`src/rtl/bru_pkg.sv`:
```
// Shared types and helpers for the branch resolve unit: opcodes, the 2-bit BHT
// counter type and its saturating update functions.
package bru_pkg;

    localparam logic [5:0] OP_BEQ  = 6'b000100;
    localparam logic [5:0] OP_BNE  = 6'b000101;
    localparam logic [5:0] OP_BLTZ = 6'b000001;
    localparam logic [5:0] OP_BLE  = 6'b000110;
    localparam logic [5:0] OP_BGT  = 6'b000111;

    typedef logic [1:0] cnt2_t;

    localparam cnt2_t BHT_RESET = 2'b01;

    function automatic cnt2_t sat_inc(input cnt2_t c);
        return (c == 2'b11) ? c : c + 2'd1;
    endfunction

    function automatic cnt2_t sat_dec(input cnt2_t c);
        return (c == 2'b00) ? c : c - 2'd1;
    endfunction

endpackage

```
`src/rtl/bru_bht.sv`:
```
// Branch history table: DEPTH 2-bit saturating counters indexed by pc[IDX_W+1:2],
// one combinational read port (read-before-write) and one training write port.
module bru_bht
    import bru_pkg::*;
#(
    parameter int DEPTH = 16,
    parameter int PC_W  = 32
) (
    input  logic            clk_i,
    input  logic            rst_i,
    input  logic [PC_W-1:0] rd_pc_i,
    output logic            rd_taken_o,
    input  logic            wr_en_i,
    input  logic [PC_W-1:0] wr_pc_i,
    input  logic            wr_taken_i
);

    localparam int IDX_W = $clog2(DEPTH);

    cnt2_t [DEPTH-1:0] tbl;
    logic  [IDX_W-1:0] rd_idx;
    logic  [IDX_W-1:0] wr_idx;

    assign rd_idx = rd_pc_i[IDX_W+1:2];
    assign wr_idx = wr_pc_i[IDX_W+1:2];

    // Prediction is the counter MSB; a same-cycle write lands at the edge, so
    // the read here always sees the pre-update value.
    assign rd_taken_o = tbl[rd_idx][1];

    always_ff @(posedge clk_i) begin
        if (rst_i) begin
            for (int i = 0; i < DEPTH; i++) tbl[i] <= BHT_RESET;
        end else if (wr_en_i) begin
            tbl[wr_idx] <= wr_taken_i ? sat_inc(tbl[wr_idx]) : sat_dec(tbl[wr_idx]);
        end
    end

    logic unused_pc;
    assign unused_pc = ^{rd_pc_i[PC_W-1:IDX_W+2], rd_pc_i[1:0],
                         wr_pc_i[PC_W-1:IDX_W+2], wr_pc_i[1:0]};

endmodule

```
`src/rtl/branch_resolve_unit.sv`:
```
// EX-stage branch resolution with 1-cycle registered outcome, mispredict flush and
// BHT training. Optional perf counters are built when BRU_PERF_CNT_EN is defined.
module branch_resolve_unit
    import bru_pkg::*;
#(
    parameter int DATA_W    = 32,
    parameter int PC_W      = 32,
    parameter int BHT_DEPTH = 16
`ifdef BRU_PERF_CNT_EN
    ,
    parameter int CNT_W     = 32
`endif
) (
    input  logic              clk_i,
    input  logic              rst_i,
    input  logic              valid_i,
    input  logic [5:0]        instr_op_i,
    input  logic [DATA_W-1:0] src1_i,
    input  logic [DATA_W-1:0] src2_i,
    input  logic [PC_W-1:0]   pc_i,
    input  logic              pred_taken_i,
    input  logic [PC_W-1:0]   lookup_pc_i,
    output logic              lookup_taken_o,
    output logic              valid_o,
    output logic              is_branch_o,
    output logic              branch_res_o,
    output logic              mispredict_o
`ifdef BRU_PERF_CNT_EN
    ,
    input  logic              perf_clr_i,
    output logic [CNT_W-1:0]  br_cnt_o,
    output logic [CNT_W-1:0]  mis_cnt_o
`endif
);

    logic is_br;
    logic taken;
    logic accept;
    logic br_upd;
    logic mis_upd;

    always_comb begin
        is_br = 1'b1;
        taken = 1'b0;
        case (instr_op_i)
            OP_BEQ:  taken = (src1_i == src2_i);
            OP_BNE:  taken = (src1_i != src2_i);
            OP_BLTZ: taken = src1_i[DATA_W-1];
            OP_BLE:  taken = ($signed(src1_i) <= $signed(src2_i));
            OP_BGT:  taken = ($signed(src1_i) >  $signed(src2_i));
            default: is_br = 1'b0;
        endcase
    end

    // An instruction arriving during the flush cycle is on the wrong path.
    assign accept  = valid_i & ~mispredict_o;
    assign br_upd  = accept & is_br;
    assign mis_upd = br_upd & (taken ^ pred_taken_i);

    always_ff @(posedge clk_i) begin
        if (rst_i) begin
            valid_o      <= 1'b0;
            is_branch_o  <= 1'b0;
            branch_res_o <= 1'b0;
            mispredict_o <= 1'b0;
        end else begin
            valid_o      <= accept;
            is_branch_o  <= br_upd;
            branch_res_o <= br_upd & taken;
            mispredict_o <= mis_upd;
        end
    end

    bru_bht #(
        .DEPTH (BHT_DEPTH),
        .PC_W  (PC_W)
    ) u_bht (
        .clk_i      (clk_i),
        .rst_i      (rst_i),
        .rd_pc_i    (lookup_pc_i),
        .rd_taken_o (lookup_taken_o),
        .wr_en_i    (br_upd),
        .wr_pc_i    (pc_i),
        .wr_taken_i (taken)
    );

`ifdef BRU_PERF_CNT_EN
    // Clear wins over a same-cycle increment; both counters stick at all-ones.
    always_ff @(posedge clk_i) begin
        if (rst_i || perf_clr_i) begin
            br_cnt_o  <= '0;
            mis_cnt_o <= '0;
        end else begin
            if (br_upd  && !(&br_cnt_o))  br_cnt_o  <= br_cnt_o  + 1'b1;
            if (mis_upd && !(&mis_cnt_o)) mis_cnt_o <= mis_cnt_o + 1'b1;
        end
    end
`endif

endmodule

```
`config.mk`:
```
export PLATFORM = sky130hd
export DESIGN_NAME = branch_resolve_unit
export DESIGN_NICKNAME = d
export VERILOG_FILES = /design/src/rtl/bru_pkg.sv /design/src/rtl/bru_bht.sv /design/src/rtl/branch_resolve_unit.sv
export SDC_FILE = /design/constraint.sdc
export NUM_CORES = 1
export LEC_CHECK = 0
export ABC_AREA = 1
export BUFFER_PORTS_ARGS = -buffer_cell sky130_fd_sc_hd__buf_2
export CORE_ASPECT_RATIO = 1.75
export CORE_MARGIN = 2
export CORE_UTILIZATION = 48
export CTS_CLUSTER_DIAMETER = 50
export DETAILED_ROUTE_END_ITERATION = 8
export PLACE_DENSITY = 0.82
export SETUP_SLACK_MARGIN = 0.05
export SYNTH_ARGS = -nofsm -noshare
export SYNTH_HDL_FRONTEND = slang
export SYNTH_SLANG_ARGS = --single-unit
```
`constraint.sdc`:
```
create_clock -name clk_i -period 2.81 [get_ports clk_i]
set_input_delay 0.562 -clock clk_i [delete_from_list [all_inputs] [get_ports clk_i]]
set_output_delay 0.562 -clock clk_i [all_outputs]
set_load 0.02 [all_outputs]
```
## Word-level counts from Yosys, hierarchy flattened

Index checks and enable logic that the tools add are counted.

| word-level totals | value |
|---|---|
| register bits after elaboration | 36 |
| input port bits | 138 |
| output and inout bits | 5 |

| cells by class | value |
|---|---|
| add/sub/neg operators | 2 |
| magnitude comparators | 5 |
| equal/unequal tests | 8 |
| mux-type cells | 12 |
| bitwise logic cells | 6 |
| reductions and logical operators | 3 |

Operator list:

| cell | number |
|---|---|
| 32-bit bitwise mux | 1 |
| 32-bit equality test | 1 |
| 32-bit > comparator | 1 |
| 32-bit less-or-equal comparator | 1 |
| 32-bit inequality test | 1 |
| 6-bit by 3-bit equality test with 1-bit output, second input constant | 4 |
| 2-bit binary-select mux with 4-bit select | 2 |
| 2-bit 2-to-1 mux | 6 |
| 4-bit by 5-bit less-than comparator with 1-bit output, second input constant | 2 |
| 2-bit demux with 4-bit select | 1 |
| 6-bit by 1-bit equality test with 1-bit output, second input constant | 1 |
| 1-bit one-hot mux with 5 select lines | 1 |
| 5-bit OR reduction | 1 |
| 1-bit AND | 4 |
| 4-bit by 1-bit greater-or-equal comparator with 1-bit output, second input constant | 1 |
| 2-bit by 1-bit adder with 2-bit output, second input constant | 1 |
| 2-bit equality test, second input constant | 1 |
| 2-bit logical NOT | 1 |
| 2-bit by 1-bit subtractor with 2-bit output, second input constant | 1 |
| 1-bit logical AND | 1 |
| 1-bit 2-to-1 mux | 1 |
| 1-bit inverter | 1 |
| 1-bit XOR | 1 |

## Depth between registers and ports, before layout

Gate-level depths: netlist of run 1.

| logic depth | value |
|---|---|
| word-level depth | 6 |
| depth in mapped cells | 23 |

## By module

Synthesis of run 1 repeated with hierarchy kept, for this count alone.

| second synthesis, totals | value |
|---|---|
| cells, all modules | 524 |
| area, all modules | 3054.2 um2 |

Modules (own cells, without submodules):

| module | times used | cells an instance | area each (um2) |
|---|---|---|---|
| bru_bht | 1 | 339 | 1924.3 |
| branch_resolve_unit | 1 | 185 | 1129.8 |

## Worst setup path before layout of run 1

Ideal clock, no wire load.

| timing | value |
|---|---|
| path type | input-to-reg |
| start point | input src2_i[31] |
| end point | register u_bht.tbl[23] in the netlist's numbering |
| library setup time | 0.109 ns |
| arrival time | 2.135 ns |
| data required time | 2.701 ns |
| setup slack | 0.566 ns |
| stages on the path | 18 |
| buffers on the path | 1 |
| path through | inv_1 -> ha_1 -> nand2_1 -> nor2_2 -> nand2_2 -> nor3b_2 -> nand2_1 -> nand2_1 -> nand2_1 -> nand2_2 -> nand2_1 -> nand2_2 -> nand3_4 -> nand2_4 -> buf_12 -> nand3_1 -> nand2_1 -> inv_1 |

| between the ends | value |
|---|---|
| cells in the longest elaborated chain, start to end | 4 |
| elaborated cells between the ends (all ways) | 7 |

Ends and longest elaborated chain:

| what | RTL line | RTL |
|---|---|---|
| start: declaration | branch_resolve_unit.sv:19 | `input logic [DATA_W-1:0] src2_i,` |
| 32-bit > comparator, or another cell as far along | branch_resolve_unit.sv:50 | `OP_BGT: taken = ($signed(src1_i) > $signed(src2_i));` |
| 1-bit one-hot mux with 5 select lines (*) | branch_resolve_unit.sv:45 | `case (instr_op_i)` |
| 2-bit 2-to-1 mux (*) | bru_bht.sv:35 | `tbl[wr_idx] <= wr_taken_i ? sat_inc(tbl[wr_idx]) : sat_dec(tbl[wr_idx]);` |
| 32-bit bitwise mux (*) | bru_bht.sv:35 |  |
| end signal: indexed assignment | bru_bht.sv:35 |  |
| end: declaration | bru_bht.sv:20 | `cnt2_t [DEPTH-1:0] tbl;` |

Mark *: on every way between the ends. The rest lies on a longest branch, timed or not.
A chain may end at the register's enable or synchronous reset.

## Worst setup path after layout of run 1

| timing | value |
|---|---|
| start point | input src1_i[31] |
| end point | register u_bht.tbl[5] in the netlist's numbering |

| between the ends | value |
|---|---|
| cells in the longest elaborated chain, start to end | 4 |
| elaborated cells between the ends (all ways) | 7 |

Ends and longest elaborated chain:

| what | RTL line | RTL |
|---|---|---|
| start: declaration | branch_resolve_unit.sv:18 | `input logic [DATA_W-1:0] src1_i,` |
| 32-bit > comparator, or another cell as far along | branch_resolve_unit.sv:50 |  |
| 1-bit one-hot mux with 5 select lines (*) | branch_resolve_unit.sv:45 |  |
| 2-bit 2-to-1 mux (*) | bru_bht.sv:35 |  |
| 32-bit bitwise mux (*) | bru_bht.sv:35 |  |

Marks and branches as above.

==> results.py, run 1 <==
metrics = {
    "clock_network": {
        "cts_max_path_buffers": 2,
        "cts_hold_buf": 0,
        "clkLatencyLatePin_ns": 0.29,
        "ctsResizeCount": 0,
        "htreeDepth": 2,
        "cts_buffers": 5,
        "root_buffer": "clkbuf_8",
        "cts_tree": "yes",
        "cts_sinks": 36,
        "cts.clk_slew.worst_paths_ns": 0.07,
        "postCtsSetupRepairBufs": 0,
    },
    "synthesis": {
        "syn_nets": 646,
        "synth_most_common_cell": "inv_1",
        "synth_flop_cell": "dfxtp_1",
        "synth_common_cells": "106 x inv_1, 105 x nand2_1, 47 x a21oi_1, 36 x dfxtp_1, 32 x ha_1",
        "synth_top_area_share_pct": 23.4,
        "synth_edf_count": 0,
        "postSynthCellCount": 476,
        "synth_area_leaders": "dfxtp_1 23%, ha_1 13%, inv_1 13%",
        "synth_warnings": 0,
        "ys_seq_area_share_pct": 23.4,
        "netlist_area_um2": 3080,
        "yosys_register_bits": 36,
        "yosys.area.top_type": "dfxtp_1",
        "ys_types": 34,
        "async_flop_share_pct": 0,
        "syn_area_per_cell_um2": 6.47,
    },
    "route": {
        "wl_mm": 7.83,
        "vias": 3232,
        "first_pass_iters": 5,
        "drc": 0,
        "avgViaCountPerCell": 5.03,
        "drtAntennaViolNets": 0,
        "avgRoutedWirePerCell_um": 12.2,
        "detail_route.iter0.violations": 123,
    },
    "worst_setup_path": {
        "critPathRequiredTime_ns": 3.00,
        "r2r_start": "u_bht.tbl[21]",
        "crit_type": "in2reg",
        "startpoint": "src1_i[31]",
        "worstRegToRegCells": 10,
        "path_max_fanout": 16,
        "critPathCaptureType": "flop",
        "start_kind": "input pin",
        "critical_path_arrival_ns": 2.48,
    },
    "grt": {
        "grt_pass1_vias": 3146,
        "antenna_found_initial": 0,
        "grt_overflow": 0,
        "grt_util_all_layers_pct": 23.0,
        "grt_first_pass_wirelength_mm": 12.9,
        "grt_max_degree": 35,
    },
    "sta": {
        "rsz0062_at_grt": "false",
        "fmax_mhz": 437,
        "tightestPinTransition_ns": 0.659,
        "min_period_over_period_pct": 81.5,
        "finClkSkew_ns": 0.00219,
        "hold_viol": 0,
        "slew_violations": 0,
        "setup_tns_ns": 0,
        "finalCriticalPeriod_ns": 2.29,
        "relSlewSlack_pct": 56.1,
        "setup_viol": 0,
    },
    "floorplanning": {
        "die_area_um2": 7100,
        "die_w_um": 64.5,
        "row_count": 38,
        "start_util_pct": 49.8,
        "core_area_um2": 6180,
        "ios": 143,
        "die_y_um": 110,
    },
    "worst_hold_path": {
        "min_from": "u_bht.tbl[12]",
        "hold_class": "reg2reg",
        "hold-path-cell-count": 2,
    },
    "finish": {
        "area_growth_pct": 18.6,
        "utilization_pct": 59.1,
        "drive_gt1_share_pct": 26.3,
        "diodes": 0,
        "nets": 733,
    },
    "power": {
        "p_comb_share_pct": 22.7,
        "clockPowerShare_pct": 33.7,
        "p_seq_share_pct": 43.6,
        "peakVddDrop_v": 0.000273,
        "intPower_uw": 844,
        "p_leak_nw": 1.90,
        "p_per_area_nw_per_um2": 322,
        "switchingPower_uw": 333,
        "p_sw_share_pct": 28.3,
    },
    "placed_design": {
        "dp.final_hpwl_mm": 6.43,
        "port_buffers": 86,
        "place_congestion": 0.981,
    },
    "status": {
        "outcome": "complete, no violations",
    },
    "run": {
        "drv_cap": 0,
    },
}
[cell usage in the layout (no fill, tap or decap)]
| cell type | instances |
|---|---|
| a21o_1 | 1 |
| a21oi_1 | 47 |
| a21oi_2 | 3 |
| a22oi_1 | 8 |
| a31oi_1 | 1 |
| buf_2 | 86 |
| buf_4 | 2 |
| clkbuf_8 | 7 |
| dfxtp_1 | 36 |
| ha_1 | 32 |
| inv_1 | 106 |
| inv_2 | 10 |
| nand2_1 | 105 |
| nand2_2 | 13 |
| nand2_4 | 3 |
| nand3_1 | 18 |
| nand3_2 | 6 |
| nand3_4 | 1 |
| nand4_1 | 3 |
| nor2_1 | 29 |
| nor2_2 | 9 |
| nor2_4 | 4 |
| nor3_1 | 2 |
| nor3_2 | 1 |
| nor3b_2 | 1 |
| o211ai_1 | 2 |
| o21a_1 | 1 |
| o21ai_0 | 11 |
| o21ai_1 | 4 |
| o21bai_2 | 1 |
| o221ai_1 | 1 |
| o22ai_1 | 8 |
| or3_4 | 1 |
[final cells by class]
| class | instances | area (um2) |
|---|---|---|
| multi-input cells | 316 | 1850 |
| repair buffers | 88 | 445 |
| clock buffers | 7 | 96.3 |
| inverters | 116 | 435 |
| fillers | 598 | 2530 |
| well taps | 80 | 100 |
| flip-flops and latches | 36 | 721 |
[power groups by stage]
stage | clock network (mW) | logic, mW | registers, mW
2_1_floorplan | 0 | 0.166 | 0.526
3_3_place_gp | 0 | 0.256 | 0.525
3_5_place_dp | 0 | 0.267 | 0.525
4_1_cts | 0.411 | 0.269 | 0.513
5_1_grt | 0.425 | 0.308 | 0.513
6_report | 0.396 | 0.267 | 0.513
[per-stage QoR]
stage	setup WS [ns]	hold slack (ns)	power [mW]	std cells	area [um2]
2_1_floorplan	0.566	0.441	0.692	476	3080
3_3_place_gp	0.288	0.450	0.781	636	3550
3_5_place_dp	0.214	0.462	0.792	636	3550
4_1_cts	0.503	0.480	1.19	643	3650
5_1_grt	0.300	0.506	1.25	643	3650
6_report	0.520	0.480	1.18	643	3650
[state kept, by name, summed over array words and instances (netlist names)]
name	flops
u_bht.tbl	32
branch_res_o	1
is_branch_o	1
mispredict_o	1
valid_o	1
[cells by family (layout without fill, tap and decap cells)]
group	count (synthesis)	after routing	share of synthesized area (%)
fa+ha+maj	32	32	13.0
flops	36	36	23.4
simple gates	196	196	30.8
buf+inv	124	211	16.4
compound gates	88	88	16.3
[final timing paths]
kind                                       to  slack, ns
worst min-delay path            u_bht.tbl[12]       0.48
worst max register to register   u_bht.tbl[5]       1.24
worst min register to register  u_bht.tbl[12]       0.48
worst max-delay path             u_bht.tbl[5]       0.52
[worst max-delay path: stages]
cell and delay [ns]:
buf_2 0.12, ha_1 0.33, nand2_1 0.10, nor2_2 0.14
nand2_2 0.09, nor2_1 0.12, nand2_1 0.10, a31oi_1 0.32
nand3_4 0.15, nand2_4 0.23, nand3_1 0.10, nand2_1 0.08
inv_1 0.04
[layer usage]
layer | vias up | GRT usage, % | part of all wire (%)
met5 | - | 0 | 0
met1 | 1424 | 21.0 | 35
met4 | 0 | 9.57 | 3.2
li1 | 1664 | - | -
met2 | 124 | 48.7 | 55
met3 | 20 | 3.07 | 6.1
Note: power is estimated with default switching activity, not from simulation.
==> run 2: changes to the inputs <==
ABC_AREA = 0   (was 1)
CORE_UTILIZATION = 41   (was 48)
PLACE_DENSITY = 0.77   (was 0.82)
clock period = 2 ns   (was 2.81 ns; I/O delays follow)
==> run 2 against run 1 <==
Net effect: the flow now finishes with violations (setup timing); critical path type unchanged; design area grew 5.2%; synthesized cell count decreased by 38%; clock power rose by 96%; core utilization is 0.59 points higher.
==> results.py, run 2 <==
metrics = {
    "grt": {
        "grt_first_pass_wirelength_mm": 11.5,
        "grt_max_degree": 35,
        "grt_util_all_layers_pct": 20.5,
        "antenna_found_initial": 0,
        "grt_pass1_vias": 2648,
        "grt_overflow": 0,
    },
    "synthesis": {
        "synth_area_leaders": "dfxtp_1 27%, ha_1 15%, mux4_2 12%",
        "syn_nets": 464,
        "async_flop_share_pct": 0,
        "yosys_register_bits": 36,
        "syn_area_per_cell_um2": 9.18,
        "synth_flop_cell": "dfxtp_1",
        "netlist_area_um2": 2700,
        "ys_seq_area_share_pct": 26.7,
        "yosys.area.top_type": "dfxtp_1",
        "synth_top_area_share_pct": 26.7,
        "synth_warnings": 0,
        "postSynthCellCount": 294,
        "synth_edf_count": 0,
        "synth_common_cells": "36 x dfxtp_1, 36 x inv_1, 32 x ha_1, 25 x a21oi_1, 24 x nand2_1",
        "ys_types": 45,
    },
    "finish": {
        "drive_gt1_share_pct": 49.3,
        "nets": 569,
        "final_common_cell": "buf_2",
        "final_cell_mix": "76 x buf_2, 28 x dfxtp_1, 25 x inv_1",
        "largest_reg_flops": 32,
        "diodes": 0,
        "area_growth_pct": 42.4,
        "largest-register": "u_bht.tbl",
    },
    "sta": {
        "tightestPinTransition_ns": 0.588,
        "finClkSkew_ns": 0.00199,
        "slew_violations": 0,
        "worst_slack_ns": -0.692,
        "min_period_over_period_pct": 135,
        "rsz0062_at_grt": "true",
        "setup_viol": 35,
        "fmax_mhz": 372,
        "finalCriticalPeriod_ns": 2.69,
        "hold_viol": 0,
        "relSlewSlack_pct": 60.8,
    },
    "floorplanning": {
        "core_area_um2": 6440,
        "die_y_um": 111,
        "die_w_um": 65.3,
        "die_area_um2": 7270,
        "ios": 143,
        "row_count": 39,
        "start_util_pct": 41.9,
    },
    "route": {
        "drc": 0,
        "detail_route.iter0.violations": 93,
        "vias": 2616,
        "first_pass_iters": 4,
        "wl_mm": 7.26,
        "avgViaCountPerCell": 5.43,
        "drtAntennaViolNets": 0,
        "avgRoutedWirePerCell_um": 15.1,
    },
    "worst_setup_path": {
        "worstRegToRegCells": 4,
        "path_max_fanout": 8,
        "critPathCaptureType": "flop",
        "critPathRequiredTime_ns": 2.19,
        "worst_path_max_delay_cell": "maj3_4",
        "crit_path_max_incr_delay_ns": 0.43,
        "crit_family": "compound AO/OA/AOI/OAI gates",
        "crit_type": "in2reg",
        "critPathBufInv": 1,
        "startpoint": "src1_i[28]",
        "endpoint": "u_bht.tbl[15]",
        "r2r_setup_slack_ns": 0.02,
        "crit_chain": "buf_2, ha_1, a21oi_4, o21ai_4, a2111oi_4, a31oi_1, o41ai_2, mux2i_1, a22oi_4, maj3_4, o31ai_2",
        "r2r_end": "u_bht.tbl[16]",
        "cp.depth": 11,
        "start_kind": "input pin",
        "r2r_start": "u_bht.tbl[14]",
        "critical_path_arrival_ns": 2.89,
    },
    "status": {
        "outcome": "finished with violations",
        "failed_checks": "setup timing",
    },
    "clock_network": {
        "cts_buffers": 5,
        "htreeDepth": 2,
        "cts_hold_buf": 0,
        "root_buffer": "clkbuf_16",
        "cts_tree": "yes",
        "cts.clk_slew.worst_paths_ns": 0.05,
        "clkLatencyLatePin_ns": 0.28,
        "cts_max_path_buffers": 2,
        "cts_sinks": 36,
    },
    "placed_design": {
        "dp_slack_ns": -1.14,
        "dp.final_hpwl_mm": 5.69,
        "port_buffers": 86,
        "place_congestion": 0.844,
    },
    "power": {
        "p_per_area_nw_per_um2": 510,
        "p_leak_nw": 1.68,
        "peakVddDrop_v": 0.000625,
        "power_mw": 1.96,
    },
    "run": {
        "drv_cap": 0,
    },
    "worst_hold_path": {
        "hold_class": "in2reg",
    },
}
## run 2: layout make-up
class,count,area (um2)
Clock buffer,8,146
Timing Repair Buffer,108,658
Tap cell,82,103
Sequential cell,36,731
Fill cell,541,2600
Multi-Input combinational cell,212,2040
Inverter,36,160
## run 2: report_power, final
part | switching (mW) | leakage, nW | internal (mW)
clock | 0.280 | 0.0712 | 0.496
sequential | 0.00107 | 0.295 | 0.721
combinational | 0.224 | 1.32 | 0.239
total | 0.505 | 1.68 | 1.46
## run 2: metrics by stage
step | util (%) | instance area [um2] | TNS [ns] | std cells | hold WS [ns]
final | 59.7 | 3840 | -21.36 | 482 | 0.463
after global routing | 59.7 | 3840 | -26.10 | 482 | 0.473
after CTS | 59.0 | 3800 | -21.75 | 481 | 0.457
after detailed placement | 54.1 | 3490 | -35.89 | 470 | 0.464
after global placement | 54.1 | 3490 | -33.10 | 470 | 0.449
after floorplan | - | 2870 | -20.31 | 294 | 0.439
## run 2: worst min path at each step
stage / end / slack [ns] / startpoint / depth (start not counted)
floorplan: u_bht.tbl[12] / 0.44 / u_bht.tbl[12] / 2
global placement: u_bht.tbl[14] / 0.45 / u_bht.tbl[14] / 2
detailed placement: u_bht.tbl[20] / 0.46 / u_bht.tbl[20] / 2
CTS: mispredict_o / 0.46 / pred_taken_i / 3
global route: mispredict_o / 0.47 / pred_taken_i / 3
finish: mispredict_o / 0.46 / pred_taken_i / 3
## run 2: cells by family (layout without fill, tap and decap cells)
| family | after synthesis | count (layout) | share of synthesized area (%) |
|---|---|---|---|
| DFF | 36 | 36 | 26.7 |
| AOI/OAI and AO/OA | 78 | 78 | 20.2 |
| muxes | 18 | 18 | 13.2 |
| and+or+nand+nor | 80 | 80 | 16.6 |
| buffers and inverters | 47 | 152 | 7.14 |
| adders and majority gates | 34 | 35 | 15.8 |
| xor gates and xnor gates | 1 | 1 | 0.325 |
## run 2: per-layer routing
layer / global-route usage (%) / vias to the layer above / part of all wire (%)
met2: 37.8 / 108 / 53
met5: 0 / - / 0
met1: 20.5 / 1205 / 37
li1: - / 1285 / -
met3: 4.34 / 18 / 7.2
met4: 11.4 / 0 / 3.4
## run 2: repair_timing
| item | CTS | global route |
|---|---|---|
| endpoints found under the setup margin | 35 | 35 |
| buffers inserted | 2 | 1 |
| cloned | 1 | 0 |
| pin swaps | 19 | 3 |
| resized for setup | 33 | 11 |
## run 2: worst register-to-register path: cells and delay by family (launching register included)
kind,cells,cell delay (ns)
AO/OA/AOI/OAI,1,0.16
adder cells (fa/ha/maj),1,0.45
flip-flops,1,0.31
multiplexers,2,0.99
==> run 3: changes to the inputs <==
==> constraint.sdc (replaced) <==
create_clock -name clk_i -period 2 [get_ports clk_i]
set_input_delay 0.4 -clock clk_i [delete_from_list [all_inputs] [get_ports clk_i]]
set_output_delay 0.4 -clock clk_i [all_outputs]
set_load 0.05 [all_outputs]
==> run 3 against run 2 <==
Net effect: the run still ends with setup timing left; worst setup slack about the same; largest cell class unchanged; critical path type unchanged; global-route usage about the same; clock skew about the same; maximum frequency about the same; via count down 0.92%.
==> results.py, run 3 (same netlist as run 2, synthesis figures left out) <==
metrics = {
    "worst_setup_path": {
        "path_max_fanout": 8,
        "critPathBufInv": 1,
        "crit_chain": "buf_2, ha_1, a21oi_4, o21ai_4, a2111oi_4, a31oi_1, o41ai_2, mux2i_1, a22oi_4, maj3_4, o31ai_2",
        "crit_type": "in2reg",
        "endpoint": "u_bht.tbl[15]",
        "critical_path_arrival_ns": 2.89,
        "r2r_end": "u_bht.tbl[16]",
        "crit_family": "compound AO/OA/AOI/OAI gates",
        "critPathCaptureType": "flop",
        "worst_path_max_delay_cell": "maj3_4",
        "critPathRequiredTime_ns": 2.19,
        "startpoint": "src1_i[28]",
        "cp.depth": 11,
        "r2r_start": "u_bht.tbl[14]",
        "r2r_setup_slack_ns": 0.02,
        "worstRegToRegCells": 4,
        "start_kind": "input pin",
        "crit_path_max_incr_delay_ns": 0.43,
    },
    "sta": {
        "relSlewSlack_pct": 60.5,
        "finClkSkew_ns": 0.00229,
        "slew_violations": 0,
        "tightestPinTransition_ns": 0.592,
        "setup_viol": 35,
        "rsz0062_at_grt": "true",
        "hold_viol": 0,
        "min_period_over_period_pct": 135,
        "worst_slack_ns": -0.691,
        "setup_tns_ns": -21.36,
        "finalCriticalPeriod_ns": 2.69,
        "fmax_mhz": 372,
    },
    "floorplanning": {
        "row_count": 39,
        "ios": 143,
        "die_y_um": 111,
        "start_util_pct": 41.9,
        "core_area_um2": 6440,
        "die_area_um2": 7270,
        "die_w_um": 65.3,
    },
    "placed_design": {
        "dp_slack_ns": -1.14,
        "place_congestion": 0.844,
        "place_inst": 470,
        "place_area_um2": 3490,
        "dp.final_hpwl_mm": 5.69,
        "port_buffers": 86,
    },
    "route": {
        "avgRoutedWirePerCell_um": 15.1,
        "drtAntennaViolNets": 0,
        "first_pass_iters": 4,
        "vias": 2592,
        "detail_route.iter0.violations": 89,
        "wl_mm": 7.27,
        "avgViaCountPerCell": 5.38,
        "drc": 0,
    },
    "power": {
        "power_mw": 1.97,
        "p_sw_share_pct": 26.0,
        "peakVddDrop_v": 0.000625,
        "switchingPower_uw": 511,
        "clockPowerShare_pct": 39.6,
        "p_seq_share_pct": 36.7,
        "p_per_area_nw_per_um2": 511,
        "intPower_mw": 1.46,
        "p_leak_nw": 1.68,
        "p_comb_share_pct": 23.7,
    },
    "grt": {
        "grt_pass1_vias": 2652,
        "grt_util_all_layers_pct": 20.5,
        "grt_first_pass_wirelength_mm": 11.6,
        "grt_max_degree": 35,
        "antenna_found_initial": 0,
        "grt_overflow": 0,
    },
    "finish": {
        "final_common_cell": "buf_2",
        "largest-register": "u_bht.tbl",
        "drive_gt1_share_pct": 49.3,
        "final_cell_mix": "76 x buf_2, 28 x dfxtp_1, 25 x inv_1",
        "instances_no_fill": 482,
        "fin_area_um2": 3850,
        "area_growth_pct": 42.5,
        "nets": 569,
        "diodes": 0,
        "largest_reg_flops": 32,
    },
    "clock_network": {
        "cts_sinks": 36,
        "cts_max_path_buffers": 2,
        "cts_buffers": 5,
        "cts_hold_buf": 0,
        "htreeDepth": 2,
        "cts_tree": "yes",
        "clkLatencyLatePin_ns": 0.28,
        "cts.clk_slew.worst_paths_ns": 0.05,
        "root_buffer": "clkbuf_16",
    },
    "status": {
        "outcome": "finished with violations",
        "failed_checks": "setup timing",
    },
    "run": {
        "drv_cap": 0,
    },
    "worst_hold_path": {
        "hold_class": "in2reg",
    },
}
## run 3: cell counts in the layout (fill, tap and decap cells not counted)
No cell type changed its count.
## run 3: layout make-up
class                      count  area (um2)
inverter                      36         160
multi-input combinational    212        2040
sequential                    36         731
clock buffer                   8         146
tap                           82         103
fill                         541        2590
timing repair buffer         108         662
## run 3: worst reg2reg max path, cell delays in order, from the launching register on
cell and delay (ns):
dfxtp_1 0.31, mux4_2 0.47, mux4_2 0.52, maj3_4 0.45, o21ai_1 0.15
## run 3: how the worst min path moves through the flow
stage,from,slack [ns],depth (start not counted),endpoint
final,pred_taken_i,0.46,3,mispredict_o
after global routing,pred_taken_i,0.47,3,mispredict_o
after CTS,pred_taken_i,0.46,3,mispredict_o
after detailed placement,u_bht.tbl[20],0.46,2,u_bht.tbl[20]
after global placement,u_bht.tbl[14],0.45,2,u_bht.tbl[14]
after floorplan,u_bht.tbl[12],0.44,2,u_bht.tbl[12]
## run 3: power by group through the flow
stage	logic, mW	clock network [mW]	registers, mW
global placement	0.405	0	0.737
CTS	0.462	0.791	0.721
global route	0.513	0.827	0.721
finish	0.467	0.779	0.722
floorplan	0.239	0	0.743
detailed placement	0.417	0	0.737
## run 3: routing by layer
layer / track usage (%) / up-vias / part of all wire [%]
met1: 20.6 / 1182 / 37
met2: 37.8 / 104 / 53
met3: 4.34 / 19 / 6.8
met5: 0 / - / 0
met4: 11.4 / 0 / 3.5
li1: - / 1287 / -
## run 3: through the flow
stage | hold WS, ns | utilization (%)
floorplan | 0.439 | -
global placement | 0.449 | 54.1
detailed placement | 0.464 | 54.1
CTS | 0.457 | 59.1
global route | 0.473 | 59.7
finish | 0.463 | 59.7
## run 3: timing repair
item | in CTS | in global routing
setup endpoints to repair | 35 | 35
resized for setup | 34 | 11
pin swaps | 19 | 3
buffers inserted | 2 | 1
gates cloned | 1 | 0
